### src/rtl/secded_pkg.sv
// Shared SECDED layout for the 32-bit data / 39-bit codeword encoder and decoder.
// Keeping the layout here gives both sides of the storage path a single source.
//   Codeword index i, 1-based position pos = i+1.
//   Hamming parity k sits at index 2^k - 1 (k = 0..5).
//   Overall parity sits at index CODE_W-1.
//   Data bits fill the remaining indices in ascending order.
package secded_pkg;

    localparam int DATA_W = 32;
    localparam int PAR_W  = 6;
    localparam int CODE_W = DATA_W + PAR_W + 1;

    function automatic logic is_pow2(input int p);
        return (p & (p - 1)) == 0;
    endfunction

    // Codeword index that carries data bit j.
    function automatic int data_idx(input int j);
        int n;
        int idx;
        n   = 0;
        idx = 0;
        for (int i = 0; i < CODE_W - 1; i++) begin
            if (!is_pow2(i + 1)) begin
                if (n == j) idx = i;
                n++;
            end
        end
        return idx;
    endfunction

    // Data indices covered by Hamming parity bit k.
    function automatic logic [CODE_W-1:0] cov_mask(input int k);
        logic [CODE_W-1:0] m;
        m = '0;
        for (int i = 0; i < CODE_W - 1; i++) begin
            if ((((i + 1) >> k) & 1) == 1 && !is_pow2(i + 1)) m[i] = 1'b1;
        end
        return m;
    endfunction

endpackage

### src/rtl/secded_encode_comb.sv
// Combinational SECDED encoder: scatters the data word into the codeword
// layout and fills in the six Hamming bits. With WITH_OVERALL=1 the overall
// parity bit is added too; otherwise that bit is left at 0.
// Ports:
//   data_i  [DATA_W-1:0]  data word
//   code_o  [CODE_W-1:0]  codeword
module secded_encode_comb
    import secded_pkg::*;
#(
    parameter bit WITH_OVERALL = 1'b0
) (
    input  logic [DATA_W-1:0] data_i,
    output logic [CODE_W-1:0] code_o
);

    logic [CODE_W-1:0] scat;
    logic [PAR_W-1:0]  par;
    logic [CODE_W-1:0] code_nov;

    always_comb begin
        scat = '0;
        for (int j = 0; j < DATA_W; j++) begin
            scat[data_idx(j)] = data_i[j];
        end

        par = '0;
        for (int k = 0; k < PAR_W; k++) begin
            par[k] = ^(scat & cov_mask(k));
        end

        code_nov = scat;
        for (int k = 0; k < PAR_W; k++) begin
            code_nov[(1 << k) - 1] = par[k];
        end

        code_o = code_nov;
        if (WITH_OVERALL) begin
            code_o[CODE_W-1] = ^code_nov[CODE_W-2:0];
        end
    end

endmodule

### src/rtl/secded_encoder_pipe.sv
// Two-stage pipelined SECDED encoder with valid/ready on both sides,
// per-word error-injection mask and a delivered-word counter.
// Ports:
//   clk, rst            clock, asynchronous active-high reset
//   in_valid/in_ready   input handshake
//   in_data             data word to encode
//   in_inj_mask         XORed onto the finished codeword
//   out_valid/out_ready output handshake
//   out_code            codeword, driven straight from the S2 register
//   enc_count           delivered codewords, wraps modulo 2^32
module secded_encoder_pipe
    import secded_pkg::*;
#(
    parameter int DATA_W = 32
) (
    input  logic              clk,
    input  logic              rst,
    input  logic              in_valid,
    output logic              in_ready,
    input  logic [DATA_W-1:0] in_data,
    input  logic [CODE_W-1:0] in_inj_mask,
    output logic              out_valid,
    input  logic              out_ready,
    output logic [CODE_W-1:0] out_code,
    output logic [31:0]       enc_count
);

    if (DATA_W != 32) begin : g_bad_width
        $fatal(1, "secded_encoder_pipe: only DATA_W=32 is supported");
    end

    logic              s1_valid_q;
    logic [CODE_W-1:0] s1_code_q, s1_code_d;
    logic [CODE_W-1:0] s1_mask_q;
    logic              s2_valid_q;
    logic [CODE_W-1:0] s2_code_q, s2_code_d;
    logic [31:0]       enc_count_q;

    logic s1_adv, s2_adv;
    logic in_fire, out_fire;

    // S1 holds the codeword without overall parity (top bit is 0).
    secded_encode_comb #(
        .WITH_OVERALL(1'b0)
    ) u_enc (
        .data_i(in_data),
        .code_o(s1_code_d)
    );

    assign s2_adv   = !s2_valid_q || out_ready;
    assign s1_adv   = !s1_valid_q || s2_adv;
    assign in_ready = s1_adv;
    assign in_fire  = in_valid && s1_adv;
    assign out_fire = s2_valid_q && out_ready;

    // Overall parity is taken over the clean codeword, before injection,
    // so a mask bit can corrupt the overall bit like any other.
    assign s2_code_d = (s1_code_q | {^s1_code_q[CODE_W-2:0], {(CODE_W-1){1'b0}}})
                       ^ s1_mask_q;

    always_ff @(posedge clk or posedge rst) begin
        if (rst) begin
            s1_valid_q  <= 1'b0;
            s1_code_q   <= '0;
            s1_mask_q   <= '0;
            s2_valid_q  <= 1'b0;
            s2_code_q   <= '0;
            enc_count_q <= '0;
        end else begin
            if (s1_adv) s1_valid_q <= in_valid;
            if (in_fire) begin
                s1_code_q <= s1_code_d;
                s1_mask_q <= in_inj_mask;
            end
            if (s2_adv) s2_valid_q <= s1_valid_q;
            if (s1_valid_q && s2_adv) s2_code_q <= s2_code_d;
            if (out_fire) enc_count_q <= enc_count_q + 32'd1;
        end
    end

    assign out_valid = s2_valid_q;
    assign out_code  = s2_code_q;
    assign enc_count = enc_count_q;

endmodule
### config.mk
export PLATFORM = sky130hd
export DESIGN_NAME = secded_encoder_pipe
export DESIGN_NICKNAME = d
export VERILOG_FILES = /design/src/rtl/secded_pkg.sv /design/src/rtl/secded_encode_comb.sv /design/src/rtl/secded_encoder_pipe.sv
export SDC_FILE = /design/constraint.sdc
export NUM_CORES = 1
export LEC_CHECK = 0
export BUFFER_PORTS_ARGS = -buffer_cell sky130_fd_sc_hd__buf_2
export CAP_MARGIN = 20
export CORE_MARGIN = 5
export CORE_UTILIZATION = 50
export DETAILED_ROUTE_END_ITERATION = 10
export PLACE_DENSITY_LB_ADDON = 0.12
export SLEW_MARGIN = 20
export SYNTH_ARGS = -nofsm -noshare
export SYNTH_HDL_FRONTEND = slang
export SYNTH_SLANG_ARGS = --single-unit
### constraint.sdc
create_clock -name clk -period 14.45 [get_ports clk]
set_input_delay 2.1675 -clock clk [delete_from_list [all_inputs] [get_ports clk]]
set_output_delay 2.1675 -clock clk [all_outputs]
set_load 0.005 [all_outputs]
==> impl_metrics.yaml <==
worst_setup_path:
  cp-start-kind: "input pin"
  cpLargestDelayFamily: "buffers and inverters"
  cp.required_ps: 12280
  cp.arrival_ps: 2700
  critPathMaxFanout: 4
  slowest_stage: "nand3b_1"
  path_class: "input pin to primary output"
  end_kind: "primary output"
  critPathMaxStageDelay_ps: 240
  cp.buffers_inverters: 2
  cp_cell_sequence: "buf_2, nand3b_1, buf_2"
  worst_path_most_repeated_cell: "buf_2"
die:
  dieArea_um2: 16100
  start_util_pct: 51.3
  dieHeight_um: 127
  coreArea_um2: 13300
  placement_rows: 42
  die_w_um: 127
  boundaryPins: 148
timing:
  finalMaxSlewViolations: 0
  max_slew_margin_pct: 43.2
  setup_tns_ps: 0
  finalSetupViolCount: 0
  skew_ps: 6.24
  fmax_ghz: 0.205
  hold_slack_ps: 463
  max_slew.worst_pin.slew_ps: 851
  period_share_pct: 33.7
  post-route-min-period_ps: 4870
  rsz0062_at_grt: "no"
  hold_violations: 0
job:
  cap_violations: 0
power_and_ir_drop:
  switching_share_pct: 28.7
  p_per_area_nw_per_um2: 161
  p_comb_share_pct: 26.9
  intPower_uw: 960
  pwr-share-seq_pct: 42.3
  p_leak_nw: 3.79
  ir_worst_vdd_mv: 0.0778
  p_switching_uw: 387
  clkPwrFrac_pct: 30.7
layout:
  final_cell_mix: "150 x dfrtp_1, 147 x buf_2, 136 x xnor2_1"
  nNetsFinal: 786
  instances_no_fill: 900
  multi_input_area_um2: 3020
  drive_above_1_share_pct: 36.0
  areaGrowthSynthToFinish_pct: 21.8
  layout_commonest_cell: "dfrtp_1"
  seqCellArea_um2: 3750
  fillers: 1149
  final_core_util_pct: 62.5
yosys:
  synth_nets: 635
  synth_top_area_share_pct: 54.8
  seq_area_frac_synth_pct: 54.8
  yosys.cell_types.count: 23
  synth.area.top_cells: "dfrtp_1 55%, xnor2_1 17%, mux2_2 12%, nand2_1 3.5%, xor2_1 3.3%"
  netlist_instances: 559
  synth_area_per_cell_um2: 12.3
  syn-cell-area_um2: 6850
  yosysTopAreaCell: "dfrtp_1"
  ys_warn_count: 0
  ys_ff_latch: 150
detailed_routing:
  drc_errors: 0
  wl_um: 14200
  routed_via_density: 4.93
  dr.pass1.iters: 4
  initialDrtViolationCount: 153
  vias: 4435
  ant_nets: 0
  wl_per_cell_um: 15.8
global_routing:
  grt_pass1_wl_um: 23500
  antenna_found_initial: 1
  grt_overflow: 0
  grt_use_total_pct: 18.4
  grt_pass1_vias: 4649
  grt_start_max_net_pins: 95
clocking:
  cts_setup_buffers: 0
  clock-sinks: 150
  clkTransAtPathRegs_ps: 60
  htree_levels: 4
  root_buffer: "clkbuf_16"
  cts_buffer_depth: 2
  cts_buffers: 17
  cts_hold_buf: 0
  clkLatencyLatePin_ps: 420
  cts_tree: "built"
  cts-resized-gates: 0
outcome:
  outcome: "complete, no violations"
placed_design:
  gp_congestion: 0.814
  dp_hpwl_um: 10300
  dp.cells: 866
  io_buffers: 147
hold_path:
  hold_class: "flip-flop to flip-flop"
-- cells in the mapped netlist --
cell	n
and4_1	2
nand3_1	6
nor3_2	2
inv_1	3
xnor2_2	1
xnor2_1	136
nand3_2	2
buf_2	7
xor2_1	26
dfrtp_1	150
ha_1	1
o21ai_1	4
xnor3_1	1
mux2_2	72
nor4_4	1
nand2_1	64
o21ai_0	41
nand2b_1	3
and3_1	8
nand4_1	7
nor2_1	10
clkbuf_1	11
nand3b_1	1
-- flip-flops by register name, summed over array words and instances, names as in the netlist --
name and flops:
enc_count 32, s1_code_q 38, s1_mask_q 39, out_valid 1, out_code 39, s1_valid_q 1
-- metal layers --
metal	wire, µm	global-route usage (%)	share of wire (%)
met5	7	0	0.049
met4	115	4.16	0.81
met3	926	6.59	6.5
met2	7080	30.3	50
met1	6050	23.4	43
-- cell families after synthesis --
family                     share of synthesized area, %
AOI/OAI and AO/OA                                  3.29
xor gates and xnor gates                           21.3
adders and majority gates                         0.183
buffers and inverters                              1.28
DFF                                                54.8
muxes                                              11.8
and+or+nand+nor                                    7.39
-- power by group through the flow --
stage | sequential [mW] | combinational [mW] | clock (mW)
detailed placement | 0.579 | 0.371 | 0
global placement | 0.574 | 0.364 | 0
CTS | 0.572 | 0.372 | 0.422
global route | 0.582 | 0.404 | 0.443
finish | 0.571 | 0.363 | 0.414
floorplan | 0.568 | 0.264 | 0
-- stage by stage --
stage / cell area [µm²] / setup slack, ps / power, mW
after CTS: 8320 / 9570 / 1.37
final: 8350 / 9580 / 1.35
after global placement: 7760 / 9570 / 0.937
after global routing: 8350 / 9530 / 1.43
after floorplan: 6850 / 8250 / 0.832
after detailed placement: 7760 / 9570 / 0.949
-- worst paths after layout --
kind / startpoint / endpoint / slack [ps] / cells past startpoint
max: out_ready / in_ready / 9580 / 3
min: enc_count[31] / enc_count[31] / 460 / 1
max reg2reg: enc_count[0] / enc_count[18] / 12410 / 7
min reg2reg: enc_count[31] / enc_count[31] / 460 / 1
max in group asynchronous: rst / s1_code_q[10] / 11240 / 3
min in group asynchronous: rst / enc_count[30] / 1910 / 2
-- cell type report --
type	instances	area share [%]
Antenna cell	1	0.0300
Clock buffer	23	5.73
Clock inverter	9	0.914
Inverter	3	0.195
Multi-Input combinational cell	388	36.2
Sequential cell	150	45.0
Tap cell	176	2.64
Timing Repair Buffer	150	9.32
Note: power is estimated with default switching activity, not from simulation.
